**src/rtl/max31855_pkg.sv**
```systemverilog
`default_nettype none
// ============================================================================
// Module   : max31855_pkg
// Purpose  : Shared frame layout, FSM state type and frame packing helper
//            for the MAX31855 SPI responder model.
// Revision : 1.0  initial release
// ============================================================================
package max31855_pkg;

    localparam int FRAME_BITS = 32;
    localparam int TC_BITS    = 14;
    localparam int JT_BITS    = 12;
    localparam int FAULT_BITS = 3;

    localparam int TC_MSB     = 31;
    localparam int TC_LSB     = 18;
    localparam int FAULT_BIT  = 16;
    localparam int JT_MSB     = 15;
    localparam int JT_LSB     = 4;

    typedef enum logic [1:0] {
        IDLE  = 2'd0,
        SHIFT = 2'd1,
        DONE  = 2'd2
    } spi_state_t;

    // Reserved bits 17 and 3 stay zero; bit 16 summarises all fault flags.
    function automatic logic [FRAME_BITS-1:0] pack_frame(
        input logic [TC_BITS-1:0]    tc,
        input logic [JT_BITS-1:0]    jt,
        input logic [FAULT_BITS-1:0] faults
    );
        logic [FRAME_BITS-1:0] f;
        f                  = '0;
        f[TC_MSB:TC_LSB]   = tc;
        f[FAULT_BIT]       = |faults;
        f[JT_MSB:JT_LSB]   = jt;
        f[FAULT_BITS-1:0]  = faults;
        return f;
    endfunction

endpackage : max31855_pkg
`default_nettype wire

```
**src/rtl/max31855_emulator_spi_edge_sync.sv**
```systemverilog
`default_nettype none
// ============================================================================
// Module   : spi_edge_sync
// Purpose  : Multi-stage synchronizer for an asynchronous SPI pin, plus a
//            previous-sample register yielding level, rise and fall strobes.
// Revision : 1.0  initial release
// ============================================================================
module spi_edge_sync #(
    parameter int   SYNC_STAGES = 2,
    parameter logic RESET_VAL   = 1'b0
) (
    input  logic clk,
    input  logic rst,
    input  logic i_din,
    output logic o_level,
    output logic o_rise,
    output logic o_fall
);

    logic [SYNC_STAGES-1:0] r_sync;
    logic                   r_prev;
    logic                   w_level;

    assign w_level = r_sync[SYNC_STAGES-1];

    always_ff @(posedge clk) begin
        if (rst) begin
            r_sync <= {SYNC_STAGES{RESET_VAL}};
            r_prev <= RESET_VAL;
        end else begin
            r_sync <= {r_sync[SYNC_STAGES-2:0], i_din};
            r_prev <= w_level;
        end
    end

    assign o_level = w_level;
    assign o_rise  = w_level & ~r_prev;
    assign o_fall  = ~w_level & r_prev;

endmodule : spi_edge_sync
`default_nettype wire

```
**src/rtl/max31855_emulator.sv**
```systemverilog
`default_nettype none
// ============================================================================
// Module   : max31855_emulator
// Purpose  : Sensor-side MAX31855 model: snapshots temperature/fault inputs
//            while CS is idle and shifts the 32-bit frame out on MISO.
// Revision : 1.0  initial release
// ============================================================================
module max31855_emulator
    import max31855_pkg::*;
#(
    parameter int CONV_CYCLES = 10,
    parameter int SYNC_STAGES = 2
) (
    input  logic                  clk,
    input  logic                  rst,
    input  logic                  cs_n,
    input  logic                  sck,
    input  logic [TC_BITS-1:0]    tc_temp_in,
    input  logic [JT_BITS-1:0]    junction_temp_in,
    input  logic [FAULT_BITS-1:0] fault_in,
    output logic                  miso,
    output logic                  miso_oe,
    output logic                  conv_busy,
    output logic [7:0]            frame_count
);

    localparam int c_cnt_w = (CONV_CYCLES > 1) ? $clog2(CONV_CYCLES) : 1;
    localparam logic [c_cnt_w-1:0] c_conv_last = c_cnt_w'(CONV_CYCLES - 1);
    localparam logic [4:0] c_bit_top = 5'(FRAME_BITS - 1);

    logic w_cs_level;
    logic w_cs_rise;
    logic w_cs_fall;
    logic w_sck_level;
    logic w_sck_rise;
    logic w_sck_fall;
    logic w_unused_sck;

    logic [c_cnt_w-1:0]    r_conv_cnt;
    logic                  r_conv_busy;
    logic [FRAME_BITS-1:0] r_frame;

    spi_state_t            r_state;
    logic [FRAME_BITS-1:0] r_shift;
    logic [4:0]            r_bit_cnt;
    logic                  r_miso;
    logic                  r_miso_oe;
    logic [7:0]            r_frame_count;

    // cs_n idles high, so its synchronizer resets high to avoid a false fall.
    spi_edge_sync #(
        .SYNC_STAGES (SYNC_STAGES),
        .RESET_VAL   (1'b1)
    ) u_cs_sync (
        .clk     (clk),
        .rst     (rst),
        .i_din   (cs_n),
        .o_level (w_cs_level),
        .o_rise  (w_cs_rise),
        .o_fall  (w_cs_fall)
    );

    spi_edge_sync #(
        .SYNC_STAGES (SYNC_STAGES),
        .RESET_VAL   (1'b0)
    ) u_sck_sync (
        .clk     (clk),
        .rst     (rst),
        .i_din   (sck),
        .o_level (w_sck_level),
        .o_rise  (w_sck_rise),
        .o_fall  (w_sck_fall)
    );

    // Mode 0 responder: data changes on falling SCK only.
    assign w_unused_sck = w_sck_level ^ w_sck_rise;

    // Conversion: run while CS idles high, snapshot once, then hold.
    always_ff @(posedge clk) begin
        if (rst) begin
            r_conv_cnt  <= '0;
            r_conv_busy <= 1'b1;
            r_frame     <= '0;
        end else if (w_cs_rise) begin
            r_conv_cnt  <= '0;
            r_conv_busy <= 1'b1;
        end else if (w_cs_fall) begin
            r_conv_cnt  <= '0;
        end else if (w_cs_level && r_conv_busy) begin
            if (r_conv_cnt == c_conv_last) begin
                r_frame     <= pack_frame(tc_temp_in, junction_temp_in, fault_in);
                r_conv_busy <= 1'b0;
            end else begin
                r_conv_cnt  <= r_conv_cnt + 1'b1;
            end
        end
    end

    // Transfer FSM; a CS rise pre-empts any same-cycle SCK fall.
    always_ff @(posedge clk) begin
        if (rst) begin
            r_state       <= IDLE;
            r_shift       <= '0;
            r_bit_cnt     <= '0;
            r_miso        <= 1'b0;
            r_miso_oe     <= 1'b0;
            r_frame_count <= '0;
        end else if (w_cs_rise) begin
            if (r_state == DONE) begin
                r_frame_count <= r_frame_count + 8'd1;
            end
            r_state   <= IDLE;
            r_miso    <= 1'b0;
            r_miso_oe <= 1'b0;
        end else begin
            case (r_state)
                IDLE: begin
                    if (w_cs_fall) begin
                        r_shift   <= r_frame;
                        r_bit_cnt <= c_bit_top;
                        r_miso    <= r_frame[FRAME_BITS-1];
                        r_miso_oe <= 1'b1;
                        r_state   <= SHIFT;
                    end
                end
                SHIFT: begin
                    if (w_sck_fall) begin
                        if (r_bit_cnt == 5'd0) begin
                            r_miso  <= 1'b0;
                            r_state <= DONE;
                        end else begin
                            r_shift   <= {r_shift[FRAME_BITS-2:0], 1'b0};
                            r_bit_cnt <= r_bit_cnt - 5'd1;
                            r_miso    <= r_shift[FRAME_BITS-2];
                        end
                    end
                end
                DONE: begin
                    r_miso <= 1'b0;
                end
                default: begin
                    r_state   <= IDLE;
                    r_miso    <= 1'b0;
                    r_miso_oe <= 1'b0;
                end
            endcase
        end
    end

    assign miso        = r_miso;
    assign miso_oe     = r_miso_oe;
    assign conv_busy   = r_conv_busy;
    assign frame_count = r_frame_count;

endmodule : max31855_emulator
`default_nettype wire

```
**config.mk**
```make
export PLATFORM = sky130hd
export DESIGN_NAME = max31855_emulator
export DESIGN_NICKNAME = d
export VERILOG_FILES = /design/src/rtl/max31855_pkg.sv /design/src/rtl/max31855_emulator_spi_edge_sync.sv /design/src/rtl/max31855_emulator.sv
export SDC_FILE = /design/constraint.sdc
export NUM_CORES = 1
export LEC_CHECK = 0
export ABC_AREA = 0
export CORE_MARGIN = 2
export CORE_UTILIZATION = 50
export DETAILED_ROUTE_END_ITERATION = 7
export HOLD_SLACK_MARGIN = 0.08
export PLACE_DENSITY = 0.76
export SETUP_SLACK_MARGIN = 0.4
export SLEW_MARGIN = 25
export SYNTH_ARGS = -nofsm -noshare
export SYNTH_HDL_FRONTEND = slang
export SYNTH_HIERARCHICAL = 1
export SYNTH_SLANG_ARGS = --single-unit
```
**constraint.sdc**
```tcl
create_clock -name clk -period 2.55 [get_ports clk]
set_clock_uncertainty 0.2 [all_clocks]
set_input_delay 0.765 -clock clk [delete_from_list [all_inputs] [get_ports clk]]
set_output_delay 0.765 -clock clk [all_outputs]
set_load 0.005 [all_outputs]
```
After elaboration in Yosys (flattened, before gate mapping)
Index checks and enable logic that the tools add are counted.
{ "word_totals": {"register_bits": 89, "in_bits": 33, "output_inout_bits": 11, "wordCells": 68} }
{ "op_classes": {"add_sub_neg": 3, "n_eq_ne": 7, "muxes": 18, "bitwise_logic": 11, "reduce_logical": 16} }
{ "ops": {"columns": ["operator", "n"], "rows": [
  ["$mux 31", 3],
  ["$pmux 31 s2", 1],
  ["$mux 5", 3],
  ["$pmux 5 s2", 1],
  ["$add 8x1->8 const B", 1],
  ["$not 1->1", 8],
  ["$reduce_and 2->1", 4],
  ["$reduce_and 4->1", 2],
  ["$mux 2", 3],
  ["$pmux 2 s3", 1],
  ["$reduce_or 3->1", 2],
  ["$logic_not 5->1", 1],
  ["$reduce_and 5->1", 1],
  ["$sub 5x1->5 const B", 1],
  ["$add 4x1->4 const B", 1],
  ["$eq 4x4->1 const B", 1],
  ["$mux 1", 4],
  ["$ne 2x1->1 const B", 2],
  ["$ne 2x2->1 const B", 2],
  ["$pmux 1 s2", 2],
  ["$reduce_or 2->1", 2],
  ["$and 1x1->1", 3],
  ["$reduce_and 3->1", 1],
  ["$eq 2x1->1 const B", 1],
  ["4 further kinds", 4]
]} }

Depth between registers and ports, before layout
{ "logic_depth": {"depth_word": 4, "mapped_depth": 9, "depth_no_buf": 6} }

Modules after synthesis
The synthesis kept the hierarchy.
{ "modules_own_cells": {"columns": ["mod", "n_inst", "cells_per_inst", "area_each_um2", "seq_area_each_um2"], "rows": [
  ["max31855_emulator", 1, 403, 3539.6, 1661.6],
  ["spi_edge_sync at u_cs_sync", 1, 8, 92.6, 60.1],
  ["spi_edge_sync at u_sck_sync", 1, 8, 91.3, 60.1]
]} }

Least setup slack after synthesis
Ideal clock, no wire load.
{ "synth_timing": {"path_kind": "reg2reg", "start": "register r_state[0]", "end": "register r_shift[18]", "setup_time_ns": 0.134, "arrival_time_ns": 1.792, "required_time_ns": 2.216, "slack_ns": 0.424, "path_stages_with_launch": 9, "n_path_buf": 2, "synth_period_minus_slack_ns": 2.126, "cell_sequence": "dfxtp_1 > inv_1 > ha_1 > nor2b_2 > nor4_4 > and2_1 > buf_2 > buf_4 > a211oi_1"} }
{ "synth_between": {"elab_chain_cells": 3, "word_cells_on_any_way": 8, "classes_between": "eq/ne: 4; mux: 1; reduce/logical: 3"} }
{ "synth_lines": {"columns": ["item", "line_no", "text"], "rows": [
  ["start, declared", "max31855_emulator.sv:43", "spi_state_t r_state;"],
  ["start signal, assigned", "max31855_emulator.sv:102", "r_state <= IDLE;"],
  ["start signal, assigned", "max31855_emulator.sv:112", "r_state <= IDLE;"],
  ["start signal, assigned", "max31855_emulator.sv:123", "r_state <= SHIFT;"],
  ["$eq 2x1->1 / $logic_not 2->1 (equally long branches)", "max31855_emulator.sv:116", "case (r_state)"],
  ["$ne 2x2->1 (no line), or another cell as far along", null, null],
  ["$reduce_and 5->1 (no line)", null, null],
  ["end signal, assigned", "max31855_emulator.sv:119", "r_shift <= r_frame;"],
  ["end signal, assigned", "max31855_emulator.sv:132", "r_shift <= {r_shift[FRAME_BITS-2:0], 1'b0};"],
  ["end, declared", "max31855_emulator.sv:44", "logic [FRAME_BITS-1:0] r_shift;"]
]} }
Parallel ways exist; a longest one is shown, timed or not.
A chain may end at the register's enable or synchronous reset.

Worst setup path in the final report
{ "layout_timing": {"start": "register r_bit_cnt[0]", "end": "register r_state[0]"} }
{ "layout_between": {"elab_chain_cells": 3} }
{ "layout_lines": {"columns": ["item", "line_no", "text"], "rows": [
  ["start, declared", "max31855_emulator.sv:45", "logic [4:0] r_bit_cnt;"],
  ["start signal, assigned", "max31855_emulator.sv:120", "r_bit_cnt <= c_bit_top;"],
  ["start signal, assigned", "max31855_emulator.sv:133", "r_bit_cnt <= r_bit_cnt - 5'd1;"],
  ["$logic_not 5->1", "max31855_emulator.sv:128", "if (r_bit_cnt == 5'd0) begin"],
  ["$ne 2x2->1 (no line)", null, null],
  ["$reduce_and 4->1 (no line)", null, null],
  ["end signal, assigned", "max31855_emulator.sv:123", null],
  ["end signal, assigned", "max31855_emulator.sv:130", "r_state <= DONE;"],
  ["end signal, assigned", "max31855_emulator.sv:142", "r_state <= IDLE;"]
]} }
No other way between the ends.

==> results.md <==
* Setup_tns at 0 ns
* Slowest cell on crit path: or4b_4
* Place WS at 0.277 ns
* Status: finished clean
* Skew-Pair Late Insertion Delay at 0.35 ns
* Maximum VDD drop at 431 uV
* R2R setup slack at 0.42 ns
* Combinational group share of total power at 42.0%
* Die W at 90.2 um
* First-pass GRT wire length at 14200 um
* Crit path from: r_bit_cnt[0]$_SDFFE_PP0P_
* Post-route cell area at 4680 um^2
* Initial antenna violation count at 0
* Area Growth Syn to Fin at 25.8%
* # rows at 31
* Cell Area, Synth at 3720 um^2
* Worst path max stage delay at 0.54 ns
* Final Hold Viols at 0
* Final ANT Viol Nets at 0
* Via count at 3186
* Total GRT Usage at 20.9%
* Period Utilization, post-route at 83.4%
* Mapped Avg Cell Area at 8.89 um^2
* Unrepaired setup endpoints after global routing: yes
* Number of H-tree levels at 3
* Worst Setup EP: r_state[0]$_SDFFE_PP0P_
* DRC viols at 0
* Vias in the first global route at 3084
* CP Depth at 6
* Final Wtd Congestion at 0.826
* Critical R2R Capture: r_state[0]$_SDFFE_PP0P_
* CP bufs+invs at 1
* Syn_nets at 458
* Post-DP HPWL at 5230 um
* FF-to-FF Start: r_bit_cnt[0]$_SDFFE_PP0P_
* Root Buffer: clkbuf_8
* Core Box Area at 7210 um^2
* Cell internal pwr at 0.00296 W
* Worst Slack Setup Final at 0.424 ns
* Net load switching power at 0.00172 W
* Reg clk slew, reported paths at 0.09 ns
* Tmin final at 2.13 ns
* IO Count at 44
* Ant diodes at 0
* HP Class: flip-flop to flip-flop
* Per-cell routed wire length at 14.8 um
* Worst EP arrival at 2.20 ns
* CP top delay family: simple AND/OR/NAND/NOR gates
* Clock sinks at 89
* Final Max Slew Viols at 0
* Pin count of the biggest net entering global routing at 43
* Switching Fraction at 36.7%
* Max-cap violations at 0
* Clock network fraction of total power at 18.5%
* Hold_buf cts at 0
* Final nets at 510
* Total grt overflow at 0
* Die area at 8140 um^2
* Crit. End Element: flip-flop
* Starting DRT DRC Count at 201
* Num CTS Buffers at 9
* Final Power at 0.00468 W
* Register-to-Register Path Depth at 6
* Highest Clock Rate at 470 MHz
* Slew headroom at 53.7%
* Dpl cell area at 4260 um^2
* CTS tree: built
* CP Data Required Time at 2.63 ns
* WS Path Type: flip-flop to flip-flop
* Least-Margin Pin Slew at 0.685 ns
* Die Y at 90.2 um
* CP Cell Sequence: inv_1 -> ha_1 -> or4b_4 -> a2111oi_2 -> nand3_1 -> o21ai_0
* Starting Density at 51.5%
* Drt via density at 5.55
* I/O Buffers at 43
* Flop pwr share at 39.5%
* TritonRoute pass-1 iters at 4
* CP Max Fanout at 6
* Syn Inst Count at 418
* Leak pwr at 1.63 nW
* Startpoint Class: flip-flop
* Layout cells sized above 1 at 15.8%
* Ys Warns at 6
* # setup viols final at 0
* Clock Path Buffers at 2
* PwrDens at 1000 nW/um^2
* Routed Wire Length at 8500 um
## registers in the layout (all words and copies together) (netlist names)
signal,count
conv_busy,1
frame_count,8
miso,1
miso_oe,1
r_bit_cnt,5
r_conv_cnt,4
r_frame,30
r_shift,31
r_state,2
u_cs_sync/r_prev,1
u_cs_sync/r_sync,2
u_sck_sync/r_prev,1
u_sck_sync/r_sync,2
## cell type report
type,instances,area [um^2]
timing repair buffer,72,693
sequential,89,1800
tap,99,124
multi-input combinational,291,1860
fill,592,2540
inverter,7,26.3
clock buffer,10,128
clock inverter,6,45.0
## metal layers
metal  up-vias  routed length (um)  track usage, %
met3         8                 402            4.36
met5         -                   0               0
met1      1514                3880            26.3
met4         0                  85            7.56
met2        74                4140            35.5
li1       1590                   -               -
## power groups by stage
stage | Combinational, W | Sequential (W) | Clock, W
5_1_grt | 0.00215 | 0.00188 | 0.000949
4_1_cts | 0.00184 | 0.00184 | 0.000881
6_report | 0.00197 | 0.00185 | 0.000869
3_3_place_gp | 0.00157 | 0.00185 | 0
3_5_place_dp | 0.00162 | 0.00186 | 0
2_1_floorplan | 0.00127 | 0.00183 | 0
## cell usage in the layout, fill, tap and decap left out, types with 2 or more instances in the layout
cell type and count:
nor2_1 14, inv_1 7, nand2_1 73, xor2_1 6, buf_12 2, nor4_4 3, a211oi_1 26, nor2b_4 2
clkdlybuf4s50_1 31, clkinvlp_4 3, buf_4 24, ha_1 5, or2_1 3, a21oi_1 64, clkbuf_16 2, o41ai_1 2
mux2i_1 28, xnor2_1 2, or4_1 2, dlygate4sd2_1 11, dfxtp_1 76, clkbuf_8 9, nand3b_1 3, ha_2 2
a31oi_1 3, dfxtp_2 12, nand4_1 5, nor2b_1 7, nand3_1 7, a211oi_2 4, clkinv_4 2, nor3_1 2
or3_1 3, o21ai_0 7
## how the worst min path moves through the flow
| stage | from | end | slack, ns | cells past startpoint |
|---|---|---|---|---|
| detailed placement | u_cs_sync/r_sync[0]$_SDFF_PP1_ | u_cs_sync/r_sync[1]$_SDFF_PP1_ | 0.20 | 1 |
| global placement | u_cs_sync/r_sync[0]$_SDFF_PP1_ | u_cs_sync/r_sync[1]$_SDFF_PP1_ | 0.19 | 1 |
| CTS | u_cs_sync/r_sync[0]$_SDFF_PP1_ | u_cs_sync/r_sync[1]$_SDFF_PP1_ | 0.22 | 1 |
| floorplan | u_cs_sync/r_sync[0]$_SDFF_PP1_ | u_cs_sync/r_sync[1]$_SDFF_PP1_ | 0.18 | 1 |
| finish | u_cs_sync/r_sync[0]$_SDFF_PP1_ | u_cs_sync/r_sync[1]$_SDFF_PP1_ | 0.21 | 1 |
| global route | u_cs_sync/r_sync[0]$_SDFF_PP1_ | u_cs_sync/r_sync[1]$_SDFF_PP1_ | 0.24 | 1 |
## timing repair
item                                    CTS  global route
buffers inserted                          9             4
resized for setup                        33            13
gates cloned                              1             1
pin swaps                                 2             2
endpoints found under the setup margin   66            37
## through the flow
step	hold slack, ns	util (%)	instances
floorplan	0.183	-	418
global placement	0.193	58.9	543
detailed placement	0.195	59.1	543
CTS	0.217	63.4	569
global route	0.238	64.8	574
finish	0.211	64.8	574
## worst register-to-register path, cell delays in order (launching register included)
cell and delay, ns:
dfxtp_1 0.35, inv_1 0.08, ha_1 0.24, or4b_4 0.54
a2111oi_2 0.44, nand3_1 0.12, o21ai_0 0.08
Power figures use the tool's default switching activity.
